[src/rtl/state_reg_bank.sv]
// Purpose : NB_LANES x LANE_W permutation-state register with masked load, in-place XOR absorb
//           and a lane-serial load FSM for narrow front-ends.
// Latency : every update is visible on q_o right after the clock edge that applies it.
// Backpr. : ser_ready_o follows enable_i while a serial load is in progress; enable_i=0 stalls all ops.
//
// Ports
//   clock_i, resetb_i            clock (rising edge) and async active-low reset
//   enable_i, clear_i            global advance enable; synchronous clear (works even with enable_i=0)
//   mode_i, lane_mask_i, d_i     parallel op (00 hold, 01 load, 10 xor, 11 hold) on masked lanes
//   ser_start_i/valid_i/lane_i   serial load start, lane valid, lane data
//   ser_ready_o, busy_o, done_o  serial handshake, load in progress, one-cycle completion pulse
//   q_o                          registered state, lane 0 = x0
module state_reg_bank #(
    parameter int                NB_LANES  = 5,
    parameter int                LANE_W    = 64,
    parameter logic [LANE_W-1:0] RESET_VAL = '0
) (
    input  logic                               clock_i,
    input  logic                               resetb_i,
    input  logic                               enable_i,
    input  logic                               clear_i,
    input  logic [1:0]                         mode_i,
    input  logic [NB_LANES-1:0]                lane_mask_i,
    input  logic [NB_LANES-1:0][LANE_W-1:0]    d_i,
    input  logic                               ser_start_i,
    input  logic                               ser_valid_i,
    input  logic [LANE_W-1:0]                  ser_lane_i,
    output logic                               ser_ready_o,
    output logic                               busy_o,
    output logic                               done_o,
    output logic [NB_LANES-1:0][LANE_W-1:0]    q_o
);

    localparam int              CNT_W    = (NB_LANES > 1) ? $clog2(NB_LANES) : 1;
    localparam logic [CNT_W-1:0] LAST_LANE = CNT_W'(NB_LANES - 1);

    typedef enum logic {
        ST_IDLE  = 1'b0,
        ST_SLOAD = 1'b1
    } state_t;

    state_t                            r_state;
    logic [CNT_W-1:0]                  r_cnt;
    logic                              r_done;
    logic [NB_LANES-1:0][LANE_W-1:0]   r_q;

    logic w_busy;
    logic w_ser_acc;

    assign w_busy    = (r_state == ST_SLOAD);
    // A serial lane is taken only when the bank is allowed to advance this cycle.
    assign w_ser_acc = w_busy & enable_i & ser_valid_i;

    always_ff @(posedge clock_i or negedge resetb_i) begin
        if (!resetb_i) begin
            r_q     <= {NB_LANES{RESET_VAL}};
            r_state <= ST_IDLE;
            r_cnt   <= '0;
            r_done  <= 1'b0;
        end else if (clear_i) begin
            r_q     <= {NB_LANES{RESET_VAL}};
            r_state <= ST_IDLE;
            r_cnt   <= '0;
            r_done  <= 1'b0;
        end else begin
            r_done <= 1'b0;
            case (r_state)
                ST_SLOAD: begin
                    // mode_i and ser_start_i are deliberately ignored while loading.
                    if (w_ser_acc) begin
                        r_q[r_cnt] <= ser_lane_i;
                        if (r_cnt == LAST_LANE) begin
                            r_state <= ST_IDLE;
                            r_cnt   <= '0;
                            r_done  <= 1'b1;
                        end else begin
                            r_cnt <= r_cnt + CNT_W'(1);
                        end
                    end
                end
                default: begin
                    if (enable_i) begin
                        // The parallel op still lands on the same edge that starts a serial load.
                        for (int k = 0; k < NB_LANES; k++) begin
                            if (lane_mask_i[k]) begin
                                case (mode_i)
                                    2'b01:   r_q[k] <= d_i[k];
                                    2'b10:   r_q[k] <= r_q[k] ^ d_i[k];
                                    default: r_q[k] <= r_q[k];
                                endcase
                            end
                        end
                        if (ser_start_i) begin
                            r_state <= ST_SLOAD;
                            r_cnt   <= '0;
                        end
                    end
                end
            endcase
        end
    end

    assign q_o         = r_q;
    assign busy_o      = w_busy;
    assign ser_ready_o = w_busy & enable_i;
    assign done_o      = r_done;

endmodule

[config.mk]
export PLATFORM = sky130hd
export DESIGN_NAME = state_reg_bank
export DESIGN_NICKNAME = d
export VERILOG_FILES = /design/src/rtl/state_reg_bank.sv
export SDC_FILE = /design/constraint.sdc
export NUM_CORES = 1
export LEC_CHECK = 0
export ABC_AREA = 1
export BUFFER_PORTS_ARGS = -buffer_cell sky130_fd_sc_hd__buf_2
export CAP_MARGIN = 20
export CELL_PAD_IN_SITES_DETAIL_PLACEMENT = 1
export CELL_PAD_IN_SITES_GLOBAL_PLACEMENT = 1
export CORE_MARGIN = 2
export CORE_UTILIZATION = 30
export DETAILED_ROUTE_END_ITERATION = 8
export PLACE_DENSITY_LB_ADDON = 0.1
export SLEW_MARGIN = 10
export SYNTH_ARGS = -nofsm -noshare
export SYNTH_HDL_FRONTEND = slang
export SYNTH_SLANG_ARGS = --single-unit
[constraint.sdc]
create_clock -name clock_i -period 1.8 [get_ports clock_i]
set_clock_uncertainty 0.2 [all_clocks]
set_input_delay 0.36 -clock clock_i [delete_from_list [all_inputs] [get_ports clock_i]]
set_output_delay 0.36 -clock clock_i [all_outputs]
set_load 0.03 [all_outputs]
* Yosys cells after proc, flatten, opt, wreduce, memory -nomap -nowiden *
Cells that the tools add are included.

cells by class
  add/sub/neg operators = 1
  $mul = 0
  div/mod/pow operators = 0
  $lt $le $gt $ge = 2
  eq/ne operators = 4
  shifts and indexed selects = 0
  muxes and demuxes = 33
  bitwise logic cells = 7
  reductions and logical operators = 15

operator list
  operator                                                    number
  two-way mux 320 bit                                         4
  one-hot mux 64 bit (2 select lines)                         5
  two-way mux 64 bit                                          6
  bitwise mux 320 bit                                         1
  XOR 64 bit                                                  5
  demux 64 bit (select 3 bit)                                 1
  nonzero test 3 bit                                          7
  AND reduction 4 bit                                         5
  two-way mux 3 bit                                           6
  two-way mux 1 bit                                           10
  less-than comparator 3 x 4 -> 1 bit, second input constant  1
  nonzero test 4 bit                                          1
  adder 3 x 1 -> 3 bit, second input constant                 1
  equality test 3 bit, second input constant                  1
  >= comparator 3 x 1 -> 1 bit, second input constant         1
  != test 3 x 2 -> 1 bit, second input constant               1
  AND reduction 3 bit                                         1
  AND 1 bit                                                   2
  equality test 2 x 1 -> 1 bit, second input constant         1
  equality test 2 bit, second input constant                  1
  logical AND 1 bit                                           1

storage, ports and cells
  bits in registers = 325
  bits in latches = 0
  RAM bits = 0
  memory bits (read-only) = 0
  bits of input ports = 397
  output and inout bits = 323
  logic and storage cells = 70
  memories kept = 0

* Logic depth before layout (Yosys ltp) *
Gate-level depths: netlist (run 1).

  word-level depth = 8
  depth in mapped cells = 11
  depth with buffers taken out = 8

* Worst setup path after synthesis (run 1) *
OpenSTA, ideal clock, no wires.

  kind = register to register
  start point = register r_state, in the netlist busy_o
  end point = register r_q (netlist bit q_o[151])
  data arrival time = 1.716 ns
  required time = 1.479 ns
  slack = -0.237 ns
  cell stages (with the launch flop) = 10
  clock period less this slack = 2.037 ns
  cell sequence = dfrtp_1 nand3_1 nand2_2 nand2_4 buf_6 buf_8 buf_4 buf_4 o21bai_1 nand2_1

between the ends
  cells in the longest elaborated chain, start to end = 4
  elaborated cells between the ends (all ways) = 9
  those cells by class = eq/ne: 1; mux: 2; bitwise: 2; reduce/logical: 4

ends and longest elaborated chain
  element                           line  RTL
  from (decl)                       42    state_t r_state;
  from (signal assigned)            57    r_state <= ST_IDLE;
  from (signal assigned)            62    r_state <= ST_IDLE;
  from (signal assigned)            73    r_state <= ST_IDLE;
  AND 1 bit (2 in series)           52    assign w_ser_acc = w_busy & enable_i & ser_valid_i;
  != test 3 x 2 -> 1 bit (no line)  --
  AND reduction 4 bit (no line)     --
  to (signal assigned)              56    r_q <= {NB_LANES{RESET_VAL}};
  to (signal assigned)              61    r_q <= {NB_LANES{RESET_VAL}};
  to (signal, indexed assignment)   71    r_q[r_cnt] <= ser_lane_i;
  to (decl)                         45    logic [NB_LANES-1:0][LANE_W-1:0] r_q;

Several ways; a longest one is shown, not always the timed one.
A chain may end at the register's enable or synchronous reset.

* Worst setup path in the final report (run 1) *
  start point = register r_state, in the netlist busy_o
  end point = output ser_ready_o

between the ends
  cells in the longest elaborated chain, start to end = 1

ends and longest elaborated chain
  element    line  RTL
  AND 1 bit  105   assign ser_ready_o = w_busy & enable_i;
  to (decl)  28    output logic ser_ready_o,

Every way passes these cells.

==> metrics.md, run 1 <==
| Metric | Value |
|---|---|
| Commonest non-fill, non-tap cell in the layout | nand2_1 |
| Clk_lat worst skew | 580 ps |
| Vias in the first global route | 28100 |
| Hold crit path type | input port to register |
| Synth area leaders | dfrtp_1 36%, nand2_1 24%, nand3_1 14%, o21ai_0 11%, inv_1 6.6% |
| Total number of yosys warnings | 0 |
| Post-route ant nets | 0 |
| Worst-Margin Slew | 440 ps |
| FF-to-FF End | q_o[222]$_DFFE_PN0P_ |
| Vias per cell | 5.23 |
| Final Hold Vio Count | 0 |
| Design Area, Final | ~0.033 mm^2 |
| WL/cell | ~23 um |
| Synth area leader | dfrtp_1 |
| CTS Buf Count | 44 |
| Reg-to-reg setup timing slack | -130 ps |
| Post-Synthesis Cells | 3646 |
| Crit path max fanout | 4 |
| Die W | approximately 280 um |
| Max Buffers Root-to-Sink | 3 |
| First-pass GRT wire length | roughly 180 mm |
| Chip height | 278 um |
| Mean Syn Cell Area | 6.19 um^2 |
| Internal | 0.0171 W |
| RePlAce Congestion | 0.853 |
| VDD IR-drop max | 0.000689 V |
| Clock power share | 0.304 |
| Required time of the critical path | roughly 1200 ps |
| Dpl cell area | 0.0287 mm^2 |
| Power Density | 894 mW/mm^2 |
| H-tree levels | 2 |
| Drt total wl | 129 mm |
| Reg2reg path depth | 10 |
| Pre-CTS setup slack | -370 ps |
| Setup repair after global routing missed its margin | true |
| Area fraction of the dominant cell type after synthesis | 0.360 |
| Placed Cells | 5291 |
| Number of synthesized register bits | 325 |
| Hold wc startpoint | ser_valid_i |
| Worst Hold End | done_o$_DFF_PN0_ |
| RR Startpoint | busy_o$_DFF_PN0_ |
| Leakage power | 17.8 nW |
| Outcome | finished, violations left |
| Clock-pin transition on the worst setup and hold timing paths | ~60 ps |
| GRT Total Usage | 0.310 |
| Core Region | 0.0744 mm^2 |
| Tcrit/Tclk final | 1.09 |
| CTS tree | done |
| Gate power share | 0.358 |
| Fin. max-slew vios | 0 |
| Post-synthesis cell area | 0.0226 mm^2 |
| Clock Tree Root | clkbuf_16 |
| Layout cells sized above 1 | 0.259 |
| Library cells used by synthesis | 24 |
| Largest net degree at the start of global routing | 57 |
| WS Path Type | register to primary output |
| Tmin final | between 1500 and 2000 ps |
| FP Rows | 100 |
| Iter 0 DRT Violations | 1870 |
| Grt total ovfl | 0 |
| Max Cap Violations | 0 |
| Prevailing post-synth register cell | dfrtp_1 |
| PortBufs | 719 |
| WP data arrival | 1400 ps |
| Sequential Power Share | 0.338 |
| Smallest setup slack after layout | -157 ps |
| DRC | 0 |
| Achievable clock frequency | 511 MHz |
| Starting Density | 0.303 |
| Type of origin of the critical path | register |
| Area Growth Syn to Fin | 44.9% |
| Sw Share | 0.417 |
| Asr flop ratio synth | 1.00 |
| Pre-antenna DRT Iters | 7 |
| Post-synthesis sequential area ratio | 0.360 |
| Non-Filler Instances | 5511 |
| HPWL Detailed | 85.1 mm |
| Final setup violation count | 427 |
| Switch Pwr | 0.0122 W |
| Via count | 28800 |
| Layout Nets | 4892 |
| Num ports | 720 |
| Failing checks | negative setup slack |
| Crit. Startpoint | busy_o$_DFF_PN0_ |
| Initial antenna violation count | 23 |
| Most frequent cells in the layout | 1378 x nand2_1, 714 x buf_2, 636 x nand3_1 |
| EDFF count, synth | 0 |
| Setup crit end kind | primary output |
| Slew Limit Headroom | 0.707 |
| Die ar. | slightly below 0.08 mm^2 |
| Cell count of the worst hold path | 4 |
| Clock sink count | 325 |
| Net Count, Synth | 4046 |
cells in the mapped netlist (2+ instances only):
| cell type | n |
|---|---|
| inv_1 | 398 |
| inv_2 | 3 |
| clkbuf_1 | 145 |
| dfrtp_1 | 325 |
| o21bai_1 | 64 |
| o21ai_0 | 517 |
| nor2_4 | 5 |
| ha_1 | 3 |
| nand2_1 | 1431 |
| nor2_1 | 4 |
| buf_4 | 17 |
| nand2_4 | 2 |
| nand3_1 | 644 |
| buf_2 | 71 |
| buf_1 | 6 |
| o21ai_1 | 3 |
stage by stage:
| stage | hold WS, ps | total power [W] | setup TNS [ps] | utilization |
|---|---|---|---|---|
| finish | 14.6 | 0.0292 | -23690 | 0.439 |
| global route | 27.1 | 0.0305 | -52040 | 0.439 |
| CTS | -56.1 | 0.0287 | -40100 | 0.426 |
| detailed placement | -13.7 | 0.0191 | -87620 | 0.385 |
| global placement | -13.2 | 0.0189 | -77280 | 0.385 |
| floorplan | -136 | 0.0148 | -7800 | - |
worst max-delay path: stages (launching register included):
cell,delay [ps]
dfrtp_2,450
buf_6,140
nand2_4,50
inv_4,40
buf_6,130
logic make-up after synthesis:
kind of cell	count (synthesis)	share of synthesized area
flip-flops	325	0.360
adder cells (fa/ha/maj)	3	0.00166
AO/OA/AOI/OAI	585	0.137
XOR/XNOR	1	0.000388
AND/OR/NAND/NOR	2090	0.387
buffers and inverters	642	0.114
layer usage:
metal,GRT usage,wire [um],vias up
li1,-,-,13400
met1,0.411,55600,14300
met2,0.514,61200,937
met3,0.0350,6490,225
met4,0.126,5190,14
met5,0,103,-
final cells by class:
| cell class | count | area [um^2] |
|---|---|---|
| fill | 9749 | 41700 |
| antenna | 15 | 37.5 |
| clock inverter | 10 | 60.1 |
| sequential | 325 | 8140 |
| clock buffer | 71 | 1350 |
| inverter | 401 | 1510 |
| multi-input combinational | 2680 | 12400 |
| tap | 969 | 1210 |
| timing repair buffer | 1040 | 8040 |
power groups by stage:
stage / registers, W / clock network [W] / logic (W)
6_report: 0.00989 / 0.00888 / 0.0105
5_1_grt: 0.0100 / 0.00927 / 0.0112
4_1_cts: 0.00983 / 0.00902 / 0.00987
3_5_place_dp: 0.00993 / 0 / 0.00915
3_3_place_gp: 0.00995 / 0 / 0.00900
2_1_floorplan: 0.0116 / 0 / 0.00314
how the worst max path moves through the flow:
stage	end	cells past startpoint
4_1_cts	ser_ready_o	4
5_1_grt	q_o[226]$_DFFE_PN0P_	10
6_report	ser_ready_o	4
3_5_place_dp	q_o[70]$_DFFE_PN0P_	8
3_3_place_gp	q_o[70]$_DFFE_PN0P_	8
2_1_floorplan	q_o[195]$_DFFE_PN0P_	11
registers in the layout, indices dropped and copies added (netlist names):
register and flops:
q_o 320, r_cnt 3, busy_o 1, done_o 1
timing repair:
action                     CTS  global route
hold endpoints to repair   386             0
gates resized for setup    148           244
buffers inserted            21             6
pin swaps                    5            11
gates cloned                15            24
setup endpoints to repair  518           560
hold buffers                62             0
Note: power is estimated with default switching activity, not from simulation.
==> run 2: changes to the inputs <==
TNS_END_PERCENT = 50   (was default)
==> run 2 against run 1 <==
Sequential cell count is the same. The run still ends with negative setup slack left. Utilization grew 0.93 points. Combinational power grew 4%. Sequential share of layout area shrank 0.53 points. Hold slack lost 1.2 ps. Power grew 3.0%. Non-clock buffer count grew 19. Critical path type is now register to register. Global-route usage is essentially flat.
==> metrics.md, run 2 (synthesis gave the netlist of run 1 again) <==
| Metric | Value |
|---|---|
| Outcome | finished, violations left |
| Failing checks | negative setup slack |
| Tmin final | between 2000 and 2500 ps |
| Worst Setup EP | q_o[280]$_DFFE_PN0P_ |
| Crit path max fanout | 5 |
| Clk_lat worst skew | 590 ps |
| Setup repair after global routing missed its margin | true |
| Non-Filler Instances | ~5500 |
| PortBufs | slightly above 700 |
| Clock-pin transition on the worst setup and hold timing paths | ~60 ps |
| WHS | 13.4 ps |
| VDD IR-drop max | ~0.00062 V |
| Top delay family on crit path | buffers and inverters |
| Commonest non-fill, non-tap cell in the layout | nand2_1 |
| Placed Cells | 5274 |
| Vias per cell | 5.24 |
| Die ar. | 0.0775 mm^2 |
| Smallest setup slack after layout | -310 ps |
| Max Cap Violations | 0 |
| Slew Limit Headroom | 0.686 |
| First-pass GRT wire length | 182 mm |
| FP Rows | 100 |
| CTS Buf Count | 44 |
| Iter 0 DRT Violations | 2022 |
| Layout Nets | 4911 |
| Power Density | 902 mW/mm^2 |
| HPWL Detailed | roughly 86 mm |
| Reg-to-reg setup timing slack | -310 ps |
| Fin. max-slew vios | 0 |
| Hold wc startpoint | d_i[108] |
| Final Hold Vio Count | 0 |
| Num ports | 720 |
| Hold crit path type | input port to register |
| Post-route ant nets | 0 |
| Max reg flops | between 300 and 400 |
| CP cell instances | buf_4, nor2_4, buf_4, buf_6, buf_4, o21ai_2, nand2_4, nor2_8, buf_12, buf_12, buf_12, nand2_2, nand2_1 |
| Overall Power | 0.0301 W |
| WS Path Type | register to register |
| Achievable clock frequency | 474 MHz |
| Clock Tree Root | clkbuf_16 |
| Via count | 29000 |
| RR Startpoint | busy_o$_DFF_PN0_ |
| WP data arrival | 2370 ps |
| Tcrit/Tclk final | 1.17 |
| Fill cell count | 9680 |
| DRC | 0 |
| Required time of the critical path | 2060 ps |
| Grt total ovfl | 0 |
| Drt total wl | 132 mm |
| H-tree levels | 2 |
| Worst-Margin Slew | 470 ps |
| GRT Total Usage | 0.310 |
| Starting Density | 0.303 |
| Leakage power | ~18 nW |
| Setup crit end kind | register |
| Crit. Startpoint | busy_o$_DFF_PN0_ |
| Reg2reg path depth | 13 |
| CP peak stage delay | 430 ps |
| Chip height | 278 um |
| Core Region | 0.0744 mm^2 |
| Clock sink count | 325 |
| FF-to-FF End | q_o[280]$_DFFE_PN0P_ |
| Initial antenna violation count | 22 |
| RePlAce Congestion | 0.852 |
| Pre-CTS setup slack | -365 ps |
| Layout cells sized above 1 | 0.268 |
| Die W | 278 um |
| Critical path depth in cells | 13 |
| Type of origin of the critical path | register |
| Largest net degree at the start of global routing | 51 |
| Max Buffers Root-to-Sink | 3 |
| Final setup violation count | 448 |
| Pre-antenna DRT Iters | 5 |
| WL/cell | 23.9 um |
| CTS tree | done |
| CP max-delay cell | dfrtp_2 |
| Vias in the first global route | around 28000 |
| Bufs and invs on worst path | 7 |
| Area Growth Syn to Fin | 48.0% |
| Most frequent cells in the layout | 1335 x nand2_1, 717 x buf_2, 640 x nand3_1 |
[run 2: changes by cell type in the layout (fill, tap and decap cells not counted), sizes merged, moves of 2 or more]
cell,before,now
buf,960,973
clkbuf,88,95
dlygate4sd3,62,57
clkinv,7,5
bufinv,0,2
bufbuf,1,3
[run 2: worst min-delay path by stage]
stage / depth (start not counted) / end
floorplan: 0 / busy_o$_DFF_PN0_
global placement: 1 / q_o[187]$_DFFE_PN0P_
detailed placement: 1 / q_o[185]$_DFFE_PN0P_
CTS: 4 / done_o$_DFF_PN0_
global route: 4 / done_o$_DFF_PN0_
finish: 6 / q_o[108]$_DFFE_PN0P_
[run 2: report_power, final]
| part | internal [W] | total [W] | switching [W] | leakage [nW] |
|---|---|---|---|---|
| combinational | 0.00380 | 0.0109 | 0.00711 | 13.2 |
| sequential | 0.00839 | 0.00994 | 0.00155 | 4.28 |
| clock | 0.00558 | 0.00927 | 0.00369 | 0.748 |
[run 2: stage by stage]
step / TNS (ps) / util / instance area [um^2]
floorplan: -10380 / - / 22700
finish: -75370 / 0.449 / 33400
CTS: -71470 / 0.428 / 31800
global route: -107120 / 0.449 / 33400
detailed placement: -80200 / 0.383 / 28500
global placement: -69610 / 0.383 / 28500
[run 2: timing repair]
item                                    CTS  global route
gates cloned                             21            35
endpoints found under the hold margin   381             0
pin swaps                                 9            31
resized for setup                       109           250
setup buffers                            32            23
hold buffers                             57             0
endpoints found under the setup margin  536           567
[run 2: per-layer routing]
| layer | track usage | vias to the layer above | part of all wire |
|---|---|---|---|
| li1 | - | 13400 | - |
| met1 | 0.404 | 14300 | 0.42 |
| met2 | 0.520 | 966 | 0.48 |
| met3 | 0.0389 | 250 | 0.056 |
| met4 | 0.124 | 10 | 0.039 |
| met5 | 0 | - | 0.00048 |
[run 2: worst reg2reg max path: stages, from the launching register on]
cell	delay [ps]
dfrtp_2	430
buf_4	150
nor2_4	100
buf_4	130
buf_6	100
buf_4	100
o21ai_2	60
nand2_4	120
nor2_8	60
buf_12	140
buf_12	120
buf_12	140
nand2_2	60
nand2_1	50
[run 2: layout make-up]
type / instances / area, um^2 / share of cell area
Inverter: 401 / 1510 / 0.0452
Tap cell: 969 / 1210 / 0.0363
Antenna cell: 16 / 40.0 / 0.00120
Clock buffer: 69 / 1400 / 0.0418
Timing Repair Buffer: 1059 / 8530 / 0.255
Clock inverter: 9 / 103 / 0.00307
Sequential cell: 325 / 8130 / 0.244
Multi-Input combinational cell: 2680 / 12500 / 0.373
